[src/rtl/seg_scan_ctrl.sv]
// seg_scan_ctrl
// Time-multiplexed driver for a common-anode multi-digit hex 7-segment display.
// Each digit is driven for DIV clock cycles in turn. The digit values, decimal
// points, digit mask and leading-zero mode are captured once per frame, so a
// frame never shows a mix of old and new values.
//
// Ports
//   clk        sole clock, rising edge
//   rstn       asynchronous active-low reset
//   en         scan enable; 0 blanks the display and parks the scanner
//   in         DIGITS hex nibbles, digit 0 in in[3:0]
//   dp_in      per-digit decimal point request, 1 = lit
//   digit_en   per-digit enable mask, 0 = digit always dark
//   lz_en      leading-zero suppression enable
//   an         digit anodes, active-low, at most one low
//   seg        segments {g,f,e,d,c,b,a}, active-low
//   dp         decimal point, active-low
//   idx        index of the digit currently driven
//   frame_done one-cycle pulse when a full scan of all digits completes
module seg_scan_ctrl #(
  parameter int DIGITS = 8,
  parameter int DIV    = 100000,
  localparam int IW    = (DIGITS > 1) ? $clog2(DIGITS) : 1,
  localparam int CW    = (DIV > 1) ? $clog2(DIV) : 1
) (
  input  logic                  clk,
  input  logic                  rstn,
  input  logic                  en,
  input  logic [4*DIGITS-1:0]   in,
  input  logic [DIGITS-1:0]     dp_in,
  input  logic [DIGITS-1:0]     digit_en,
  input  logic                  lz_en,
  output logic [DIGITS-1:0]     an,
  output logic [6:0]            seg,
  output logic                  dp,
  output logic [IW-1:0]         idx,
  output logic                  frame_done
);

  typedef enum logic {IDLE, SCAN} state_t;

  state_t               state, state_d;
  logic [CW-1:0]        cnt, cnt_d;
  logic [IW-1:0]        idx_d;
  logic [4*DIGITS-1:0]  snap_in, snap_in_d;
  logic [DIGITS-1:0]    snap_dp, snap_dp_d;
  logic [DIGITS-1:0]    snap_en, snap_en_d;
  logic                 snap_lz, snap_lz_d;
  logic [DIGITS-1:0]    an_d;
  logic [6:0]           seg_d;
  logic                 dp_d;
  logic                 frame_done_d;
  logic [3:0]           digit_val;
  logic                 lz_blank;
  logic                 blank;

  function automatic logic [6:0] decode(input logic [3:0] h);
    case (h)
      4'h0: decode = 7'h40;
      4'h1: decode = 7'h79;
      4'h2: decode = 7'h24;
      4'h3: decode = 7'h30;
      4'h4: decode = 7'h19;
      4'h5: decode = 7'h12;
      4'h6: decode = 7'h02;
      4'h7: decode = 7'h78;
      4'h8: decode = 7'h00;
      4'h9: decode = 7'h10;
      4'hA: decode = 7'h08;
      4'hB: decode = 7'h03;
      4'hC: decode = 7'h46;
      4'hD: decode = 7'h21;
      4'hE: decode = 7'h06;
      default: decode = 7'h0E;
    endcase
  endfunction

  // Next-state logic. The display outputs are computed from the *next*
  // snapshot and index so that the registered an/seg/dp change on the same
  // edge as idx, including the very first digit of a fresh snapshot.
  always_comb begin
    state_d      = state;
    cnt_d        = cnt;
    idx_d        = idx;
    snap_in_d    = snap_in;
    snap_dp_d    = snap_dp;
    snap_en_d    = snap_en;
    snap_lz_d    = snap_lz;
    frame_done_d = 1'b0;

    unique case (state)
      IDLE: begin
        if (en) begin
          state_d   = SCAN;
          cnt_d     = '0;
          idx_d     = '0;
          snap_in_d = in;
          snap_dp_d = dp_in;
          snap_en_d = digit_en;
          snap_lz_d = lz_en;
        end
      end
      SCAN: begin
        // Dropping en wins over a frame-completing tick: no pulse, no reload.
        if (!en) begin
          state_d = IDLE;
          cnt_d   = '0;
          idx_d   = '0;
        end else if (cnt == CW'(DIV - 1)) begin
          cnt_d = '0;
          if (idx == IW'(DIGITS - 1)) begin
            idx_d        = '0;
            snap_in_d    = in;
            snap_dp_d    = dp_in;
            snap_en_d    = digit_en;
            snap_lz_d    = lz_en;
            frame_done_d = 1'b1;
          end else begin
            idx_d = idx + 1'b1;
          end
        end else begin
          cnt_d = cnt + 1'b1;
        end
      end
    endcase

    // A digit above 0 is a leading zero when it and every higher digit are 0.
    digit_val = snap_in_d[4*idx_d +: 4];
    lz_blank  = snap_lz_d && (idx_d != '0);
    for (int k = 0; k < DIGITS; k++) begin
      if ((k >= int'(idx_d)) && (snap_in_d[4*k +: 4] != 4'h0)) begin
        lz_blank = 1'b0;
      end
    end
    blank = !snap_en_d[idx_d] || lz_blank;

    an_d  = '1;
    seg_d = 7'h7F;
    dp_d  = 1'b1;
    if ((state_d == SCAN) && !blank) begin
      an_d[idx_d] = 1'b0;
      seg_d       = decode(digit_val);
      dp_d        = ~snap_dp_d[idx_d];
    end
  end

  always_ff @(posedge clk or negedge rstn) begin
    if (!rstn) begin
      state      <= IDLE;
      cnt        <= '0;
      idx        <= '0;
      snap_in    <= '0;
      snap_dp    <= '0;
      snap_en    <= '0;
      snap_lz    <= 1'b0;
      an         <= '1;
      seg        <= 7'h7F;
      dp         <= 1'b1;
      frame_done <= 1'b0;
    end else begin
      state      <= state_d;
      cnt        <= cnt_d;
      idx        <= idx_d;
      snap_in    <= snap_in_d;
      snap_dp    <= snap_dp_d;
      snap_en    <= snap_en_d;
      snap_lz    <= snap_lz_d;
      an         <= an_d;
      seg        <= seg_d;
      dp         <= dp_d;
      frame_done <= frame_done_d;
    end
  end

endmodule

[config.mk]
export PLATFORM = sky130hd
export DESIGN_NAME = seg_scan_ctrl
export DESIGN_NICKNAME = d
export VERILOG_FILES = /design/src/rtl/seg_scan_ctrl.sv
export SDC_FILE = /design/constraint.sdc
export NUM_CORES = 1
export LEC_CHECK = 0
export CORE_MARGIN = 4
export CORE_UTILIZATION = 66
export CTS_BUF_LIST = sky130_fd_sc_hd__clkbuf_2
export DETAILED_ROUTE_END_ITERATION = 8
export DONT_BUFFER_PORTS = 1
export PLACE_DENSITY = 0.82
export SETUP_SLACK_MARGIN = 0.15
export SLEW_MARGIN = 40
export SYNTH_ARGS = -nofsm -noshare
export SYNTH_HDL_FRONTEND = slang
export SYNTH_SLANG_ARGS = --single-unit
[constraint.sdc]
create_clock -name clk -period 4.8 [get_ports clk]
set_input_delay 0.96 -clock clk [delete_from_list [all_inputs] [get_ports clk]]
set_output_delay 0.96 -clock clk [all_outputs]
set_load 0.01 [all_outputs]
### Word level (Yosys, flattened, before mapping)

Memories as Yosys holds them, arrays and structs flattened.
Cells that the tools add are included.

| cells by class | value |
|---|---|
| bitwise operators | 3 |
| shift-type cells | 1 |
| add/sub/neg operators | 2 |
| $lt $le $gt $ge | 9 |
| equal/unequal tests | 3 |
| multiplexer cells | 51 |
| reductions and logical operators | 22 |

Operator list:

| kind | number |
|---|---|
| two-way mux 32 bit | 4 |
| two-way mux 8 bit | 9 |
| one-hot mux 32 bit (2 select lines) | 1 |
| two-way mux 17 bit | 3 |
| one-hot mux 17 bit (2 select lines) | 1 |
| one-hot mux 8 bit (2 select lines) | 2 |
| nonzero test 4 bit | 8 |
| variable part select 32 x 6 -> 4 bit | 1 |
| two-way mux 1 bit | 21 |
| adder 17 x 1 -> 17 bit, second input constant | 1 |
| equality test 17 bit, second input constant | 1 |
| two-way mux 3 bit | 4 |
| logical AND 1 bit | 10 |
| >= comparator 3 bit, first input constant | 3 |
| inverter 8 bit | 1 |
| two-way mux 7 bit | 1 |
| binary-select mux 1 bit (select 3 bit) | 2 |
| >= comparator 1 x 3 -> 1 bit, first input constant | 2 |
| >= comparator 2 x 3 -> 1 bit, first input constant | 2 |
| one-hot mux 3 bit (2 select lines) | 1 |
| less-than comparator 3 x 4 -> 1 bit, second input constant | 1 |
| adder 3 x 1 -> 3 bit, second input constant | 1 |
| demux 1 bit (select 3 bit) | 1 |
| equality test 3 bit, second input constant | 1 |
| other kinds (7) | 9 |

| word-level totals | value |
|---|---|
| bits of input ports | 52 |
| memories | 1 |
| bits in registers | 87 |
| logic and storage cells | 103 |
| ROM bits | 112 |
| output and inout port bits | 20 |

Memories:

| memory | depth | width | rd ports | clocked after Yosys merged registers in | write ports | RTL line | RTL |
|---|---|---|---|---|---|---|---|
| (no name shown) | 16 | 7 | 1 | 0 | 0 | 58 | `case (h)` |

### Depth between registers and ports, before layout

| depth | value |
|---|---|
| depth in word-level cells | 19 |
| mapped depth | 18 |

### Least setup slack after synthesis

OpenSTA, ideal clock, no wires.

| timing | value |
|---|---|
| kind | input to register |
| start | in en |
| end | reg seg[3] |
| stages | 15 |
| path slack | 0.983 ns |
| arrival time | 3.757 ns |
| data required time | 4.740 ns |
| buffers on the path | 4 |
| cells stage by stage | clkbuf_1 nor2_1 buf_1 a221oi_4 buf_2 buf_1 nor2_1 nor3_1 nor3_1 or2_1 inv_1 ha_1 mux2i_1 mux2_2 nand2_1 |

| between the ends | value |
|---|---|
| word-level cells in the longest chain between the ends | 16 |
| elaborated cells between the ends (all ways) | 54 |
| classes of those cells | order compare (7); shift (1); mux (24); reduce/logical (21); memory (1) |

RTL lines:

| element | RTL line | RTL |
|---|---|---|
| start: declaration | 28 | `input logic en,` |
| two-way mux 3 bit (tied with other cells) | 105 | `if (!en) begin` |
| one-hot mux 3 bit (2 select lines) or one-hot mux 32 bit (2 select lines) (tied branches) | 91 | `unique case (state)` |
| >= comparator 1 x 3 -> 1 bit (tied with other cells) | 131 | `if ((k >= int'(idx_d)) && (snap_in_d[4*k +: 4] != 4'h0)) begin` |
| logical AND 1 bit (on tied branches) | 131, 129 |  |
| two-way mux 1 bit (8 in a row) | 131 |  |
| logical OR 1 bit | 135 | `blank = !snap_en_d[idx_d] \|\| lz_blank;` |
| logical NOT 1 bit | 140 | `if ((state_d == SCAN) && !blank) begin` |
| logical AND 1 bit | 140 |  |
| two-way mux 7 bit * | 140 |  |
| named net seg_d[3] | 50 | `logic [6:0] seg_d;` |
| end signal: assignment | 169 | `seg <= seg_d;` |
| end: declaration | 34 | `output logic [6:0] seg,` |

The timed path passes the listed nets; every way through them passes the cells marked *. The select of a mux whose other input is x is not followed.
A chain may end at the register's enable or synchronous reset.

### Worst setup path after layout

| timing | value |
|---|---|
| start | reg cnt[8] |
| end | reg seg[3] |

| between the ends | value |
|---|---|
| elaborated cells between the ends (all ways) | 54 |
| classes of those cells | order compare (7); eq/ne (1); shift (1); mux (23); reduce/logical (21); memory (1) |

RTL lines:

| element | RTL line | RTL |
|---|---|---|
| start: declaration | 43 | `logic [CW-1:0] cnt, cnt_d;` |
| start signal: assignment | 162 | `cnt <= cnt_d;` |
| equality test 17 bit * | 109 | `end else if (cnt == CW'(DIV - 1)) begin` |
| two-way mux 32 bit * | 109 |  |
| two-way mux 32 bit * | 105 |  |
| one-hot mux 32 bit (2 select lines) * | 91 |  |
| named net snap_in_d[17] | 45 | `logic [4*DIGITS-1:0] snap_in, snap_in_d;` |
| parallel branches: the longest is 9 deep, another holds memory read (16 x 7 bit) | n/a |  |
| two-way mux 7 bit * | 140 |  |
| named net seg_d[3] | 50 |  |

Mark *: on every way through the listed nets, which the timed path passes. The select of a mux whose other input is x is not followed.

==> results by group <==
Power and ir drop
  – Power Dens Cells: just over 300 nW/um2
  – Static leakage: ~2.1 nW
  – Tot Pwr: 0.00146 W
  – Max rail drop VDD: ~0.00017 V

Yosys
  – Register area share after synthesis: 48.6%
  – Synth Net Count: 549
  – Synth Area in XOR/XNOR: 0.194%
  – Number of synthesized register bits: 87
  – Synthesized area: 4520 um2
  – Synth Area in Compound Gates: 13.4%
  – Ys flop type: dfrtp_1
  – Fraction of registers with async set/reset: 100%
  – Post-synthesis mux area share: approximately 6.6%
  – Top cell type's share of synthesized area: about two fifths
  – Largest family of logic cells by synthesized area: simple AND/OR/NAND/NOR gates
  – Average size of a mapped cell: around 9.3 um2
  – Most area-consuming cells after synthesis: dfrtp_1, nand2_1, dfstp_2
  – Unique cell type count in the Yosys netlist: 56
  – Post-Syn Instances: 487
  – Post-Synth Adder-Cell Area: between 2 and 3%
  – Simple-gate share of the synthesized area: 24.8%
  – Post-synth EDFFs: 0
  – Post-synth top area cell: dfrtp_1
  – Most frequent cell after synthesis: nand2_1
  – YS warnings: 0
  – Synth top cells by count: nand2_1, dfrtp_1, nor2_1

Flow run
  – Maxcap violations: 0

Placed design
  – Dpl cells: about 550
  – DP Area: 4590 um2
  – Final HPWL DP: ~7800 um
  – GP Congestion: roughly 0.84
  – PortBufs: 0

Route
  – DR pass1 iterations: 5
  – Vias post-DR: 3654
  – DRT iter0 DRCs: 296
  – DRC: 0
  – WL/cell: 19.1 um
  – Final WL: between 10000 and 15000 um
  – Antenna viol nets, final: 0
  – DR vias/cell: 6.47

Timing
  – Max-slew violations: 0
  – RSZ-0062 raised after global routing: false
  – Slew margin rel.: around 53%
  – Fmax: around 0.24 GHz
  – Period utilization: 87.2%
  – Final setup viols: 0
  – Worst slew pin tran: 0.706 ns
  – Setup TNS: 0 ns
  – Min Tclk post-route: 4.18 ns
  – Final Hold Vio Count: 0
  – Clock Skew: 0.0306 ns

CTS
  – Root buf cell: clkbuf_2
  – Worst-Skew Late Latency: 0.52 ns
  – Clock-pin slew on the worst setup and hold paths: 0.24 ns
  – H-tree Lvls: 3
  – Max Buffers Root-to-Sink: 2
  – Clock sink total: 87
  – TritonCTS clock tree: yes
  – Setup Buffers After CTS: 0
  – CTS buffer count: 9
  – CTS Hold Bufs: 0

GRT
  – First-pass GRT wire length: 18200 um
  – Number of global-route vias before repair: approximately 3700
  – GRT Total Usage: 27.5%
  – Initial antenna violation count: 0
  – Largest net degree at the start of global routing: around 90
  – Grt total ovfl: 0

Critical path
  – Crit. End Element: flop
  – Max incr delay on CP: ~0.55 ns
  – Sum of buffers and inverters on the critical path: 2
  – Family with the most delay on the worst path: simple AND/OR/NAND/NOR gates
  – Req. time, crit path: between 5 and 6 ns
  – Worst Path Max Fanout: 27
  – Worst EP arrival: 4.64 ns
  – Worst-path cell chain: or4b_4, nor4_4, a31o_4, buf_4, mux2_1, nor2_1, nor3_1, nor3_1, or2_1, inv_1, ha_1, mux2i_1, mux2_2, nand2_1
  – Critical Path Most Common Cell: nor3_1
  – Slowest-stage cell, CP: or4b_4
  – Setup CP Type: flop to flop
  – Worst setup SP type: flop
  – Crit. Startpoint: cnt[8]
  – Worst r2r src: cnt[8]

Floorplanning
  – # rows: 29
  – Die width: 90.8 um
  – # IOs: a little over 70
  – Die Ht: slightly above 90 um
  – Die area: 8240 um2
  – Initial core utilization: 69.6%
  – Core area: 6490 um2

Layout
  – FILL cells: 494
  – Finished Layout Cells: 565
  – Fin area: 4740 um2
  – ANT cells: 0
  – Share of layout cells above drive strength 1: 13.7%
  – Fin util: between 70% and 80%
  – Post-layout nets: 545
  – Area grow syn2layout: 4.79%

Status
  – Outcome: finished clean

Worst hold path
  – Hold Crit Class: input port to async pin
[through the flow]
| step | setup slack, ns | hold slack, ns |
|---|---|---|
| after global routing | 0.317 | 0.0322 |
| after floorplan | 0.983 | 0.436 |
| after CTS | 0.514 | 0.0671 |
| after global placement | 0.663 | 0.450 |
| after detailed placement | 0.567 | 0.458 |
| final | 0.616 | 0.0834 |
[area by class of cell]
| class | instances | area [um2] | area share [%] |
|---|---|---|---|
| inverter | 11 | 41.3 | 0.871 |
| tap | 77 | 96.3 | 2.03 |
| sequential | 87 | 2200 | 46.4 |
| clock buffer | 9 | 45.0 | 0.950 |
| multi-input combinational | 363 | 2190 | 46.2 |
| clock inverter | 7 | 87.6 | 1.85 |
| timing repair buffer | 11 | 82.6 | 1.74 |
[cell families (layout without fill, tap and decap cells)]
group,count (synthesis),in the layout
compound gates,86,86
xor+xnor,1,1
fa+ha+maj,10,10
buf+inv,37,38
flops,87,87
mux,27,27
simple gates,239,239
[placed cells by master (no fill, tap or decap), types with 3 or more instances in the layout]
cell,instances
ha_1,10
dfrtp_1,71
nor3b_1,4
mux2_2,9
o41ai_1,5
and2_1,3
and3_1,12
clkbuf_2,9
nand2_1,119
inv_2,4
mux2i_1,6
o21ai_0,34
o21ai_1,5
inv_1,7
nor4_1,7
a31oi_1,7
a21oi_1,5
o211ai_1,5
nand4_1,4
mux2_1,12
dfstp_2,16
nand3_1,17
nor2_1,43
buf_4,11
nor3_1,12
a221o_1,3
[registers in the layout, summed over array words and instances (netlist names), 3 cells and up]
register / count
an: 8
cnt: 17
idx: 3
seg: 7
snap_dp: 8
snap_en: 8
snap_in: 32
[report_power, final]
| part | total, W | switching, W | internal [W] |
|---|---|---|---|
| clock | 0.000415 | 0.000248 | 0.000167 |
| combinational | 0.000211 | 0.000126 | 0.0000843 |
| sequential | 0.000836 | 0.0000331 | 0.000803 |
| total | 0.00146 | 0.000407 | 0.00105 |
[final timing paths]
| kind | to | slack [ns] | cells after the start |
|---|---|---|---|
| worst min-delay path | snap_in[25] | 0.08 | 0 |
| worst min register to register | snap_dp[4] | 0.50 | 2 |
| min in group clk | state | 0.43 | 0 |
| max in group asynchronous | seg[3] | 4.47 | 0 |
| worst max-delay path | seg[3] | 0.62 | 14 |
| worst max register to register | seg[3] | 0.62 | 14 |
[per-layer routing]
| metal | vias to the layer above | wire length (um) | track usage [%] |
|---|---|---|---|
| li1 | 1709 | - | - |
| met1 | 1771 | 4550 | 35.8 |
| met2 | 155 | 5040 | 43.2 |
| met3 | 19 | 1010 | 8.92 |
| met4 | 0 | 214 | 9.67 |
| met5 | - | 0 | 0 |
[timing repair]
action	4_1_cts	5_1_grt
resized for setup	0	1
setup endpoints to repair	0	2
endpoints found under the hold margin	0	0
No activity file was read; power rests on OpenSTA's default activity.
